File: src/rtl/fb_pkg.sv
`default_nettype none
// ============================================================================
//  Module      : fb_pkg
//  Description : Shared framebuffer geometry, pixel/address types, fill-state
//                encoding and small arithmetic helpers for the write arbiter.
//  Revision    : 1.0 - initial release
// ============================================================================
package fb_pkg;

   localparam int FB_W      = 320;
   localparam int FB_H      = 240;
   localparam int FB_PIXELS = FB_W * FB_H;
   localparam int ADDR_W    = 17;
   localparam int COLOR_W   = 3;

   typedef logic [COLOR_W-1:0] color_t;
   typedef logic [ADDR_W-1:0]  addr_t;

   typedef enum logic [0:0] {
      FILL_IDLE = 1'b0,
      FILL_RUN  = 1'b1
   } fill_state_t;

   // Exclusive end coordinate of a span, clamped to the screen edge.
   // Ten bits hold start+size for both axes without wrapping.
   function automatic logic [9:0] clip_end(input logic [9:0] start,
                                           input logic [9:0] size,
                                           input logic [9:0] limit);
      logic [9:0] sum;
      sum = start + size;
      return (sum > limit) ? limit : sum;
   endfunction

   // row * 320 as two shifts (256 + 64); used once per fill start.
   function automatic addr_t row_offset(input logic [7:0] row);
      return (addr_t'(row) << 8) + (addr_t'(row) << 6);
   endfunction

endpackage
`default_nettype wire

File: src/rtl/fb_write_arbiter_if.sv
`default_nettype none
// ============================================================================
//  Module      : fb_write_arbiter_if
//  Description : Bundles the CPU store port, the fill command port and the
//                framebuffer write port of the arbiter.
//  Revision    : 1.0 - initial release
// ============================================================================
interface fb_write_arbiter_if;
   import fb_pkg::*;

   logic       cpu_req;
   addr_t      cpu_addr;
   color_t     cpu_data;
   logic       cpu_ack;

   logic       fill_start;
   logic [8:0] fill_x;
   logic [7:0] fill_y;
   logic [8:0] fill_w;
   logic [7:0] fill_h;
   color_t     fill_color;
   logic       fill_busy;
   logic       fill_done;

   logic       err;
   logic       wr_en;
   addr_t      wr_addr;
   color_t     wr_data;

   // Requester side: drives the CPU and fill commands, observes the results.
   modport master (
      output cpu_req, cpu_addr, cpu_data,
      output fill_start, fill_x, fill_y, fill_w, fill_h, fill_color,
      input  cpu_ack, fill_busy, fill_done, err, wr_en, wr_addr, wr_data
   );

   // Arbiter side.
   modport slave (
      input  cpu_req, cpu_addr, cpu_data,
      input  fill_start, fill_x, fill_y, fill_w, fill_h, fill_color,
      output cpu_ack, fill_busy, fill_done, err, wr_en, wr_addr, wr_data
   );

endinterface
`default_nettype wire

File: src/rtl/fb_fill_engine.sv
`default_nettype none
// ============================================================================
//  Module      : fb_fill_engine
//  Description : Rectangle-fill engine. Clips the requested box to the
//                screen, then walks it row by row producing one pixel
//                address per grant using incremental address arithmetic.
//  Revision    : 1.0 - initial release
// ============================================================================
module fb_fill_engine
   import fb_pkg::*;
(
   input  logic        clock,
   input  logic        reset,
   input  logic        start,
   input  logic [8:0]  x,
   input  logic [7:0]  y,
   input  logic [8:0]  w,
   input  logic [7:0]  h,
   input  color_t      color,
   input  logic        grant,
   output logic        req,
   output addr_t       addr,
   output color_t      data,
   output logic        last,
   output logic        busy,
   output logic        skip
);

   localparam logic [9:0] c_fb_w10 = 10'(FB_W);
   localparam logic [9:0] c_fb_h10 = 10'(FB_H);
   localparam addr_t      c_row_step = addr_t'(FB_W);

   fill_state_t r_state;
   fill_state_t w_state_next;

   logic [8:0]  r_x0;
   logic [8:0]  r_x_last;
   logic [7:0]  r_y_last;
   logic [8:0]  r_cur_x;
   logic [7:0]  r_cur_y;
   addr_t       r_row_base;
   addr_t       r_addr;
   color_t      r_color;
   logic        r_skip;

   logic [9:0]  w_x_end;
   logic [9:0]  w_y_end;
   logic        w_degenerate;
   logic        w_accept;
   logic        w_step;
   logic        w_row_end;
   logic        w_at_last;

   assign w_x_end      = clip_end({1'b0, x}, {1'b0, w}, c_fb_w10);
   assign w_y_end      = clip_end({2'b00, y}, {2'b00, h}, c_fb_h10);
   assign w_degenerate = (w == 9'd0) || (h == 8'd0) ||
                         ({1'b0, x} >= c_fb_w10) || ({2'b00, y} >= c_fb_h10);
   assign w_accept     = (r_state == FILL_IDLE) && start;
   assign w_step       = (r_state == FILL_RUN) && grant;
   assign w_row_end    = (r_cur_x == r_x_last);
   assign w_at_last    = w_row_end && (r_cur_y == r_y_last);

   // Fill state register.
   always_ff @(posedge clock) begin
      if (!reset) r_state <= FILL_IDLE;
      else        r_state <= w_state_next;
   end

   // Next state: start only non-empty boxes, finish on the last granted pixel.
   always_comb begin
      w_state_next = r_state;
      case (r_state)
         FILL_IDLE: if (start && !w_degenerate) w_state_next = FILL_RUN;
         FILL_RUN:  if (w_step && w_at_last)    w_state_next = FILL_IDLE;
         default:   w_state_next = FILL_IDLE;
      endcase
   end

   // State-derived outputs.
   always_comb begin
      req  = (r_state == FILL_RUN);
      busy = (r_state == FILL_RUN);
      last = (r_state == FILL_RUN) && w_at_last;
   end

   // Capture the clipped box at start, then advance coordinates per grant.
   always_ff @(posedge clock) begin
      if (!reset) begin
         r_x0       <= '0;
         r_x_last   <= '0;
         r_y_last   <= '0;
         r_cur_x    <= '0;
         r_cur_y    <= '0;
         r_row_base <= '0;
         r_addr     <= '0;
         r_color    <= '0;
         r_skip     <= 1'b0;
      end else begin
         // An empty box completes immediately without ever going busy.
         r_skip <= w_accept && w_degenerate;
         if (w_accept) begin
            r_x0       <= x;
            r_x_last   <= 9'(w_x_end - 10'd1);
            r_y_last   <= 8'(w_y_end - 10'd1);
            r_cur_x    <= x;
            r_cur_y    <= y;
            r_row_base <= row_offset(y);
            r_addr     <= row_offset(y) + addr_t'(x);
            r_color    <= color;
         end else if (w_step && !w_at_last) begin
            if (w_row_end) begin
               r_cur_x    <= r_x0;
               r_cur_y    <= r_cur_y + 8'd1;
               r_row_base <= r_row_base + c_row_step;
               r_addr     <= r_row_base + c_row_step + addr_t'(r_x0);
            end else begin
               r_cur_x <= r_cur_x + 9'd1;
               r_addr  <= r_addr + addr_t'(1);
            end
         end
      end
   end

   assign addr = r_addr;
   assign data = r_color;
   assign skip = r_skip;

endmodule
`default_nettype wire

File: src/rtl/fb_write_arbiter.sv
`default_nettype none
// ============================================================================
//  Module      : fb_write_arbiter
//  Description : Shares the single framebuffer write port between CPU stores
//                and the rectangle-fill engine, alternating under contention
//                and dropping out-of-range CPU stores with an error pulse.
//  Revision    : 1.0 - initial release
// ============================================================================
module fb_write_arbiter
   import fb_pkg::*;
(
   input  logic               clock,
   input  logic               reset,
   fb_write_arbiter_if.slave  bus
);

   localparam addr_t c_pixels = addr_t'(FB_PIXELS);

   logic   w_fill_req;
   logic   w_fill_last;
   logic   w_fill_skip;
   addr_t  w_fill_addr;
   color_t w_fill_data;

   logic   w_cpu_grant;
   logic   w_fill_grant;
   logic   w_cpu_in_range;

   logic   r_cpu_won_last;
   logic   r_wr_en;
   addr_t  r_wr_addr;
   color_t r_wr_data;
   logic   r_err;
   logic   r_last_written;

   fb_fill_engine u_fill (
      .clock (clock),
      .reset (reset),
      .start (bus.fill_start),
      .x     (bus.fill_x),
      .y     (bus.fill_y),
      .w     (bus.fill_w),
      .h     (bus.fill_h),
      .color (bus.fill_color),
      .grant (w_fill_grant),
      .req   (w_fill_req),
      .addr  (w_fill_addr),
      .data  (w_fill_data),
      .last  (w_fill_last),
      .busy  (bus.fill_busy),
      .skip  (w_fill_skip)
   );

   // Grant selection: under contention the side that lost the previous
   // grant wins. Nothing is granted while reset is held, so a request
   // presented during reset is never acked without being written.
   always_comb begin
      w_cpu_in_range = (bus.cpu_addr < c_pixels);
      w_cpu_grant    = reset && bus.cpu_req && (!w_fill_req || !r_cpu_won_last);
      w_fill_grant   = reset && w_fill_req && !w_cpu_grant;
   end

   // Register the granted write, the error pulse and the arbitration history.
   always_ff @(posedge clock) begin
      if (!reset) begin
         r_cpu_won_last <= 1'b0;
         r_wr_en        <= 1'b0;
         r_wr_addr      <= '0;
         r_wr_data      <= '0;
         r_err          <= 1'b0;
         r_last_written <= 1'b0;
      end else begin
         r_wr_en        <= (w_cpu_grant && w_cpu_in_range) || w_fill_grant;
         r_err          <= w_cpu_grant && !w_cpu_in_range;
         r_last_written <= w_fill_grant && w_fill_last;
         if (w_cpu_grant) begin
            r_cpu_won_last <= 1'b1;
            r_wr_addr      <= bus.cpu_addr;
            r_wr_data      <= bus.cpu_data;
         end else if (w_fill_grant) begin
            r_cpu_won_last <= 1'b0;
            r_wr_addr      <= w_fill_addr;
            r_wr_data      <= w_fill_data;
         end
      end
   end

   assign bus.cpu_ack   = w_cpu_grant;
   assign bus.wr_en     = r_wr_en;
   assign bus.wr_addr   = r_wr_addr;
   assign bus.wr_data   = r_wr_data;
   assign bus.err       = r_err;
   assign bus.fill_done = r_last_written || w_fill_skip;

endmodule
`default_nettype wire

File: src/flat_wrapper.sv
// flat-port wrapper written by rule: the top's interface ports become plain ports
module fb_write_arbiter_flat import fb_pkg::*;
  (clock, reset, bus_cpu_req, bus_cpu_addr, bus_cpu_data, bus_fill_start, bus_fill_x, bus_fill_y, bus_fill_w, bus_fill_h, bus_fill_color, bus_cpu_ack, bus_fill_busy, bus_fill_done, bus_err, bus_wr_en, bus_wr_addr, bus_wr_data);
  fb_write_arbiter_if bus_i ();
  input  logic clock;
  input  logic reset;
  input wire logic [$bits(bus_i.cpu_req)-1:0] bus_cpu_req;
  input wire logic [$bits(bus_i.cpu_addr)-1:0] bus_cpu_addr;
  input wire logic [$bits(bus_i.cpu_data)-1:0] bus_cpu_data;
  input wire logic [$bits(bus_i.fill_start)-1:0] bus_fill_start;
  input wire logic [$bits(bus_i.fill_x)-1:0] bus_fill_x;
  input wire logic [$bits(bus_i.fill_y)-1:0] bus_fill_y;
  input wire logic [$bits(bus_i.fill_w)-1:0] bus_fill_w;
  input wire logic [$bits(bus_i.fill_h)-1:0] bus_fill_h;
  input wire logic [$bits(bus_i.fill_color)-1:0] bus_fill_color;
  output wire logic [$bits(bus_i.cpu_ack)-1:0] bus_cpu_ack;
  output wire logic [$bits(bus_i.fill_busy)-1:0] bus_fill_busy;
  output wire logic [$bits(bus_i.fill_done)-1:0] bus_fill_done;
  output wire logic [$bits(bus_i.err)-1:0] bus_err;
  output wire logic [$bits(bus_i.wr_en)-1:0] bus_wr_en;
  output wire logic [$bits(bus_i.wr_addr)-1:0] bus_wr_addr;
  output wire logic [$bits(bus_i.wr_data)-1:0] bus_wr_data;
  assign bus_i.cpu_req = bus_cpu_req;
  assign bus_i.cpu_addr = bus_cpu_addr;
  assign bus_i.cpu_data = bus_cpu_data;
  assign bus_i.fill_start = bus_fill_start;
  assign bus_i.fill_x = bus_fill_x;
  assign bus_i.fill_y = bus_fill_y;
  assign bus_i.fill_w = bus_fill_w;
  assign bus_i.fill_h = bus_fill_h;
  assign bus_i.fill_color = bus_fill_color;
  assign bus_cpu_ack = bus_i.cpu_ack;
  assign bus_fill_busy = bus_i.fill_busy;
  assign bus_fill_done = bus_i.fill_done;
  assign bus_err = bus_i.err;
  assign bus_wr_en = bus_i.wr_en;
  assign bus_wr_addr = bus_i.wr_addr;
  assign bus_wr_data = bus_i.wr_data;
  fb_write_arbiter u_core (.clock(clock), .reset(reset), .bus(bus_i));
endmodule
File: config.mk
export PLATFORM = sky130hd
export DESIGN_NAME = fb_write_arbiter_flat
export DESIGN_NICKNAME = d
export VERILOG_FILES = /design/src/rtl/fb_pkg.sv /design/src/rtl/fb_write_arbiter_if.sv /design/src/rtl/fb_fill_engine.sv /design/src/rtl/fb_write_arbiter.sv /design/src/flat_wrapper.sv
export SDC_FILE = /design/constraint.sdc
export NUM_CORES = 1
export LEC_CHECK = 0
export BUFFER_PORTS_ARGS = -buffer_cell sky130_fd_sc_hd__clkbuf_2
export CORE_AREA = 2 2 88 175
export DETAILED_ROUTE_END_ITERATION = 10
export DIE_AREA = 0 0 90 177
export PLACE_DENSITY = 0.72
export REMOVE_ABC_BUFFERS = 1
export SYNTH_ARGS = -nofsm -noshare
export SYNTH_HDL_FRONTEND = slang
export SYNTH_SLANG_ARGS = --single-unit
File: constraint.sdc
create_clock -name clock -period 3.8 [get_ports clock]
set_input_delay 0.76 -clock clock [delete_from_list [all_inputs] [get_ports clock]]
set_output_delay 0.76 -clock clock [all_outputs]
set_load 0.05 [all_outputs]
==> reports/metrics.yaml, run 1 <==
status: "completed"
ys_seq_area_frac: 0.279
post_cts_buffers: 0
antenna_found_initial: 0
first_global_vias: 6793
yosysUniqueCellTypes: 90
p_leak_uw: 0.00328
holdBufCountCts: 0
synth-edff-count: 0
dieArea_um2: 15900
final_core_util: 0.554
mostFrequentLayoutCells: "100 x dfxtp_1, 85 x clkbuf_2, 70 x nand2_1"
synth_xor_area_frac: 0.107
crit_required_ps: 4050
fmaxAchievable_mhz: 291
dp.cells: 1134
syn_inst: 880
grt_first_pass_wirelength_um: 33700
dpl_cell_area_um2: 7810
die_h_um: 177
post_cts_resized: 0
finalSetupTns_ps: 0
critPathArrivalTime_ps: 3680
dp.final_hpwl_um: 15000
cts_buffers: 9
layout_commonest_cell: "dfxtp_1"
grt_overflow: 0
maxCapViolCount: 0
n_antenna_cell: 0
ios: 86
whs_path_depth: 2
start_util: 0.490
hold_violations: 0
crit_type: "input port to register"
cts_tree: "done"
synth_ff_type: "dfxtp_1"
synthMuxAreaShare: 0.0284
drt-total-wl_um: 20300
irDropWorstVdd_mv: 0.229
ant_nets: 0
hold_path_class: "register to register"
avgViaCountPerCell: 6.08
drive_gt1_frac: 0.166
synth_top_family_by_area: "compound AO/OA/AOI/OAI gates"
grt_max_degree: 55
reg2reg_from: "u_core.u_fill.r_row_base[6]"
rsz0062_at_grt: "no"
firstDrtPassIters: 5
drtIter0Drc: 436
netlist_area_um2: 7180
worstRegToRegCells: 10
rows: 63
synth_compound_area_frac: 0.273
cp-startpoint: "bus_fill_x[0]"
place_congestion: 0.910
cts_root_buf: "clkbuf_16"
yosys_warnings: 0
h-tree-depth: 3
endpoint_kind: "register"
period_needed_ps: 3430
relSlewSlack: 0.574
yosys.area_share.simple: 0.195
finalSetupViolations: 0
avgSynthCellArea_um2: 8.16
core_area_um2: 14700
reg2reg_slack_ps: 700
tightest_slew_ps: 633
fin_cells: 1150
route.detailed.drc: 0
portBuffers: 85
die_w_um: 90
clkTransAtPathRegs_ps: 80
crit_path_start_kind: "input port"
power_density_nw_per_um2: 399
synth-seq-cells: 100
finalNetCount: 1050
clockBufferDepth: 2
gr-usage-all-layers: 0.257
synthAdderAreaFrac: 0.0721
stdcell_area_um2: 8130
skew_ps: 15.5
drv_slew: 0
cts_sinks: 100
vias: 6993
clock_latency_ps: 360
post-route-period-util: 0.904
wl_per_cell_um: 17.6
syn_to_final_growth_pct: 13.1
ys_async_sr_fraction: 0
hp-start: "u_core.u_fill.r_x0[0]"
crit_fanout: 4
## per-layer routing
layer	track usage	part of all wire	wire [um]	vias up
met5	0	0	0	-
met4	0.0962	0.031	624	0
met3	0.0302	0.051	1030	47
met2	0.470	0.51	10200	241
met1	0.307	0.41	8350	3304
li1	-	-	-	3401
## flip-flops by register name, summed over array words and instances, names as in the netlist, 3 cells and up
register / cells
u_core.u_fill.r_y_last: 8
u_core.u_fill.r_row_base: 11
u_core.u_fill.r_cur_x: 9
u_core.u_fill.r_cur_y: 8
u_core.u_fill.r_x0: 9
u_core.u_fill.addr: 17
u_core.u_fill.data: 3
u_core.u_fill.r_x_last: 9
u_core.bus.wr_addr: 17
u_core.bus.wr_data: 3
## report_power, final
part	switching [uW]	total [uW]	internal [uW]
clock	486	962	476
sequential	117	1260	1150
combinational	612	1010	403
## area by class of cell
class | count | area, um2
multi-input combinational | 704 | 4860
clock buffer | 9 | 225
sequential | 100 | 2000
clock inverter | 7 | 88.8
tap | 195 | 244
fill | 1460 | 6540
timing repair buffer | 110 | 613
inverter | 25 | 93.8
## synthesized netlist by cell type, drive strengths merged, types with 14 or more instances
cell    number  area share
nand4       15       0.013
nand3       28       0.020
dfxtp      100        0.28
a21oi       70       0.051
xnor2       46       0.056
nor2        65       0.034
inv         25       0.013
mux2i       17       0.024
buf         22       0.018
a211oi      25       0.028
nand2       71       0.037
a31oi       24       0.023
o21ai       67       0.047
clkbuf      29       0.015
ha          35       0.061
and3        14       0.012
xor2        42       0.051
nor3        24       0.018
## worst max-delay path: stages
cell and delay (ps):
clkbuf_2 140, ha_1 180, inv_1 50, fa_1 380, nor2b_1 230, nor3_1 80
mux2_2 290, o2111ai_2 210, o2111ai_2 150, and2_2 230, nand2b_1 70, ha_1 160
inv_1 80, or4b_1 520, o311a_1 130
## path summary, 6_finish.rpt
| check | end |
|---|---|
| worst min-delay path | u_core.u_fill.r_x0[0] |
| worst max-delay path | u_core.u_fill.r_x_last[2] |
| worst min register to register | u_core.u_fill.r_x0[0] |
| worst max register to register | u_core.u_fill.addr[16] |
## kinds of logic (layout without fill, tap and decap cells)
group                    after synthesis  after routing
AND/OR/NAND/NOR                      272            272
flip-flops                           100            100
adder cells (fa/ha/maj)               39             39
multiplexers                          20             20
XOR/XNOR                              88             88
buffers and inverters                 76            151
AO/OA/AOI/OAI                        285            285
## per-stage QoR
stage	worst slack, ps	hold slack [ps]	total power [uW]
global placement	55.1	440	2270
floorplan	32.9	433	1980
global route	79.7	487	3410
detailed placement	11.0	447	2290
CTS	389	458	3250
finish	365	457	3240
Power figures use the tool's default switching activity.
==> inputs of run 2 (changes only) <==
clock period = 2.8 ns   (was 3.8 ns; I/O delays follow)
==> reports/metrics.yaml, run 2 (synthesized netlist as in run 1, its figures left out) <==
p_sw_frac: 0.367  # -0.00739
drv_slew: 0  # unchanged
core_area_um2: 14700  # unchanged
n_antenna_cell: 0  # unchanged
wl_per_cell_um: 17.1  # -2.9%
dp.cells: 1230  # +8.5%
drive_gt1_frac: 0.275  # +0.108
vias: 7418  # +6.1%
first_global_vias: 7168  # +5.5%
power.switching_uw: 1720  # +41%
rows: 63  # unchanged
gr-usage-all-layers: 0.268  # +0.0104
drt-total-wl_um: 21400  # +5.5%
die_h_um: 177  # unchanged
fillCellCount: 1308  # -10%
drtIter0Drc: 558  # +28%
clkTransAtPathRegs_ps: 80  # about the same
hold_path_class: "input port to register"
violations: "setup timing"
relSlewSlack: 0.524  # -0.0505
dp.final_hpwl_um: 16200  # +8.0%
clock_latency_ps: 360  # about the same
dieArea_um2: 15900  # unchanged
clockBufferDepth: 2  # unchanged
combPwrFrac: 0.361  # +0.048
crit_required_ps: 3040  # -1010 ps
rsz0062_at_grt: "yes"
finalSetupViolations: 3  # +3
irDropWorstVdd_mv: 0.271  # +18%
skew_ps: 11.3  # -4.19 ps
crit_type: "input port to register"
power_density_nw_per_um2: 515  # +29%
grt_max_degree: 50  # -9.1%
avgViaCountPerCell: 5.93  # -2.4%
p_int_uw: 2960  # +46%
post-route-period-util: 1.05
tightest_slew_ps: 708  # +75.0 ps
crit_path_start_kind: "input port"
cts_sinks: 100  # unchanged
hold_violations: 0  # unchanged
critPathArrivalTime_ps: 3180  # -500 ps
grt_first_pass_wirelength_um: 34800  # +3.4%
period_needed_ps: 2940
cts_root_buf: "clkbuf_16"
place_congestion: 0.909  # -0.12%
whs_path_depth: 3  # +1
route.detailed.drc: 0  # unchanged
firstDrtPassIters: 5  # unchanged
worstRegToRegCells: 11  # +1
portBuffers: 85  # unchanged
status: "complete, but fails checks"
layout_commonest_cell: "buf_4"
p_leak_uw: 0.00382  # +16%
seq_power_share: 0.365  # -0.025
antenna_found_initial: 0  # unchanged
maxCapViolCount: 0  # unchanged
cts_tree: "done"
start_util: 0.490  # unchanged
die_w_um: 90  # unchanged
fin_cells: 1250  # +8.7%
finalNetCount: 1150  # +9.5%
final_core_util: 0.620  # +0.0655
setup_ws_ps: -137  # -502 ps
finalSetupTns_ps: -235  # -235 ps
syn_to_final_growth_pct: 26.5
endpoint_kind: "register"
ios: 86  # unchanged
cts_buffers: 9  # unchanged
h-tree-depth: 3  # unchanged
ant_nets: 0  # unchanged
clock_power_share: 0.274  # -0.023
grt_overflow: 0  # unchanged
mostFrequentLayoutCells: "124 x buf_4, 100 x dfxtp_1, 81 x clkbuf_2"
fmaxAchievable_mhz: 340
crit_fanout: 3  # -1
## run 2: cell count changes in the layout (fill, tap and decap cells not counted), sizes merged
cell	change
clkinvlp	+1
clkbuf	-2
buf	+102
clkinv	-1
## run 2: layout make-up
type / instances / area [um2] / area share
clock buffers: 9 / 225 / 0.0248
clock inverters: 7 / 80.1 / 0.00881
flip-flops and latches: 100 / 2000 / 0.220
inverters: 25 / 93.8 / 0.0103
multi-input cells: 704 / 5030 / 0.554
well taps: 195 / 244 / 0.0269
repair buffers: 210 / 1410 / 0.155
## run 2: routing by layer
layer	GRT usage	wire length (um)	up-vias
met1	0.306	8470	3463
met2	0.485	10800	294
li1	-	-	3593
met5	0	0	-
met4	0.131	989	0
met3	0.0375	1170	68
## run 2: what timing repair did
item	CTS	global route
cloned	0	0
hold buffers	0	0
gates resized for setup	23	24
buffers inserted	1	3
pin swaps	11	11
setup endpoints to repair	6	12
endpoints found under the hold margin	0	0
## run 2: through the flow
step | cell area [um2] | total power [uW] | hold slack, ps | setup WS, ps
2_1_floorplan | 6940 | 2680 | 433 | -949
3_3_place_gp | 8540 | 3280 | 439 | -724
3_5_place_dp | 8540 | 3310 | 448 | -828
4_1_cts | 8960 | 4620 | 391 | -141
5_1_grt | 9080 | 4910 | 412 | -236
6_report | 9080 | 4680 | 397 | -137
## run 2: critical path, cell delays in order
cell and delay [ps]:
clkbuf_16 120, ha_4 140, inv_2 40, fa_2 370, nor2b_4 160, nor3_2 60, mux2_4 270, o2111ai_2 200
o2111ai_2 160, and2_4 210, nand2_2 80, ha_4 130, inv_2 40, or4b_1 490, o311a_1 140
## run 2: power groups by stage
stage / Combinational [uW] / Sequential [uW] / Clock (uW)
floorplan: 887 / 1800 / 0
detailed placement: 1580 / 1730 / 0
global route: 1840 / 1720 / 1350
CTS: 1620 / 1700 / 1300
global placement: 1550 / 1730 / 0
finish: 1690 / 1710 / 1280
## run 2: worst paths after layout
check / endpoint / slack [ps] / startpoint
setup / recovery: u_core.u_fill.r_x_last[2] / -140 / bus_fill_x[0]
hold / removal: u_core.bus.wr_addr[1] / 400 / bus_cpu_addr[1]
setup reg to reg: u_core.u_fill.addr[11] / 120 / u_core.u_fill.r_row_base[6]
hold reg to reg: u_core.u_fill.r_x0[4] / 460 / u_core.u_fill.r_x0[4]
==> inputs of run 3 (changes only) <==
CORE_AREA = 2 2 87 172   (was 2 2 88 175)
DIE_AREA = 0 0 89 174   (was 0 0 90 177)
SYNTH_HIERARCHICAL = 1   (was not set)
==> reports/metrics.yaml, run 3 <==
clock_latency_ps: 350  # about the same
crit_top_cell: "buf_4"
drt-total-wl_um: 20500  # -4.2%
rows: 62  # -1.6%
tightest_slew_ps: 704  # -3.66 ps
cp_slowest_cell: "o311ai_1"
ys_async_sr_fraction: 0  # unchanged
mostFrequentLayoutCells: "132 x buf_4, 112 x nand2_1, 100 x dfxtp_1"
firstDrtPassIters: 5  # unchanged
crit_type: "input port to register"
start_util: 0.488  # -0.00185
relSlewSlack: 0.526  # +0.00247
crit_path_start_kind: "input port"
seq_power_share: 0.359  # -0.006
synth_top_cell_by_area: "dfxtp_1"
synth_ff_type: "dfxtp_1"
clkTransAtPathRegs_ps: 70  # about the same
cp_cell_sequence: "clkbuf_2 -> buf_4 -> ha_1 -> a21oi_1 -> nand4b_1 -> nand2_1 -> o311ai_1 -> a21bo_4 -> a31o_4 -> nand2_4 -> ha_4 -> buf_6 -> buf_4 -> a31oi_1 -> nor3_2"
hold_path_class: "input port to register"
ys_seq_area_frac: 0.287  # +0.00866
syn_inst: 890  # +1.1%
period_needed_ps: 2910  # -27.6 ps
fin_cells: 1278  # +2.2%
maxCapViolCount: 0  # unchanged
vias: 7306  # -1.5%
fin_total_pwr_uw: 4650  # -0.58%
critPathArrivalTime_ps: 3130  # -50 ps
synth_top_area_share: 0.287  # +0.00866
crit_required_ps: 3030  # about the same
cts_buffers: 9  # unchanged
clockBufferDepth: 2  # unchanged
cts_tree: "done"
cts_root_buf: "clkbuf_16"
grt_first_pass_wirelength_um: 32700  # -6.3%
dp.final_hpwl_um: 15200  # -6.6%
p_int_uw: 3110  # +5.1%
layout_commonest_cell: "buf_4"
portBuffers: 85  # unchanged
synth-edff-count: 0  # unchanged
fmaxAchievable_mhz: 344  # +0.95%
netlist_area_um2: 6970  # -3.0%
die_h_um: 174  # -1.7%
drv_slew: 0  # unchanged
power.switching_uw: 1540  # -10%
drive_gt1_frac: 0.285  # +0.0106
cpPeakStageDelay_ps: 430  # -60 ps
finalNetCount: 1181  # +2.7%
fillCellCount: 1298  # -0.76%
hold_violations: 0  # unchanged
h-tree-depth: 3  # unchanged
gr-usage-all-layers: 0.260  # -0.00758
dieArea_um2: 15500  # -2.8%
ant_nets: 0  # unchanged
grt_max_degree: 74  # +48%
cts_sinks: 100  # unchanged
ios: 86  # unchanged
violations: "setup timing"
dpl_cell_area_um2: 8430  # -1.4%
clock_power_share: 0.281  # +0.007
skew_ps: 5.15  # -6.20 ps
syn_to_final_growth_pct: 32.5
setup_ws_ps: -109  # +27.6 ps
place_congestion: 0.879  # -3.3%
stdcell_area_um2: 9230  # +1.6%
finalSetupTns_ps: -225  # +9.90 ps
n_antenna_cell: 0  # unchanged
die_w_um: 89  # -1.1%
drtIter0Drc: 415  # -26%
synth-seq-cells: 100  # unchanged
power_density_nw_per_um2: 504  # -2.2%
post-route-period-util: 1.04  # -0.00985
combPwrFrac: 0.360  # about the same
avgSynthCellArea_um2: 7.83  # -4.1%
dp.cells: 1249  # +1.5%
p_leak_uw: 0.00392  # +2.5%
core_area_um2: 14300  # -2.6%
status: "complete, but fails checks"
holdBufCountCts: 0  # unchanged
finalSetupViolations: 4  # +1
route.detailed.drc: 0  # unchanged
synth_area_leaders: "dfxtp_1 29%, nand2_1 6.3%, ha_1 6.3%, xnor2_1 4.4%, o21ai_0 4.3%"
rsz0062_at_grt: "yes"
endpoint_kind: "register"
yosys_warnings: 6  # +6
synth_common_cells: "117 x nand2_1, 100 x dfxtp_1, 67 x nor2_1"
p_sw_frac: 0.331  # -0.0360
avgViaCountPerCell: 5.72  # -3.7%
first_global_vias: 7011  # -2.2%
irDropWorstVdd_mv: 0.317  # +17%
yosysUniqueCellTypes: 73  # -19%
synth.most_common_cell: "nand2_1"
crit_fanout: 5  # +2
wl_per_cell_um: 16.0  # -6.3%
grt_overflow: 0  # unchanged
antenna_found_initial: 0  # unchanged
[run 3: final timing paths]
| path | from | depth (start not counted) | to | slack (ps) |
|---|---|---|---|---|
| worst max-delay path | bus_fill_x[1] | 15 | u_core/u_fill/r_x_last[8] | -110 |
| worst min-delay path | bus_cpu_addr[16] | 2 | u_core/bus.wr_en | 440 |
| worst max register to register | u_core/u_fill/r_row_base[7] | 10 | u_core/u_fill/addr[15] | 130 |
| worst min register to register | u_core/bus.wr_addr[8] | 2 | u_core/bus.wr_addr[8] | 460 |
[run 3: stage by stage]
| step | worst slack, ps | hold slack (ps) | util |
|---|---|---|---|
| final | -109 | 440 | 0.647 |
| after global routing | -262 | 462 | 0.647 |
| after CTS | -110 | 435 | 0.628 |
| after detailed placement | -612 | 447 | 0.590 |
| after global placement | -550 | 442 | 0.590 |
| after floorplan | -1570 | 440 | - |
[run 3: cell families (layout without fill, tap and decap cells)]
family,count (synthesis),in the layout,synth area share
buffers and inverters,62,258,0.0391
XOR/XNOR,69,69,0.0867
AND/OR/NAND/NOR,347,347,0.243
AO/OA/AOI/OAI,272,272,0.268
multiplexers,1,1,0.00144
adder cells (fa/ha/maj),39,39,0.0743
flip-flops,100,100,0.287
[run 3: area by class of cell]
cell class                 count  area [um2]  share of cell area
clock buffer                  13         270              0.0293
clock inverter                 3        43.8             0.00474
inverter                      17        63.8             0.00691
multi-input combinational    728        5020               0.544
sequential                   100        2000               0.217
tap                          192         240              0.0260
timing repair buffer         225        1590               0.172
[run 3: power by group through the flow]
stage | registers [uW] | clock network, uW | logic, uW
5_1_grt | 1680 | 1390 | 1820
3_3_place_gp | 1690 | 0 | 1440
4_1_cts | 1670 | 1320 | 1550
3_5_place_dp | 1700 | 0 | 1460
6_report | 1670 | 1300 | 1680
2_1_floorplan | 1770 | 0 | 782
[run 3: routing by layer]
layer | track usage | share of wire
met5 | 0 | 0
met4 | 0.112 | 0.041
met3 | 0.0271 | 0.032
met2 | 0.491 | 0.56
met1 | 0.278 | 0.37
[run 3: critical path, delay by kind of cell]
kind	cells	cell delay, ps
simple gates	4	440
fa+ha+maj	2	490
buf+inv	4	470
compound gates	5	1190
[run 3: repair_timing]
item / 4_1_cts / 5_1_grt
gates resized for setup: 30 / 59
buffers inserted: 10 / 4
pin swaps: 18 / 27
endpoints found under the setup margin: 7 / 21
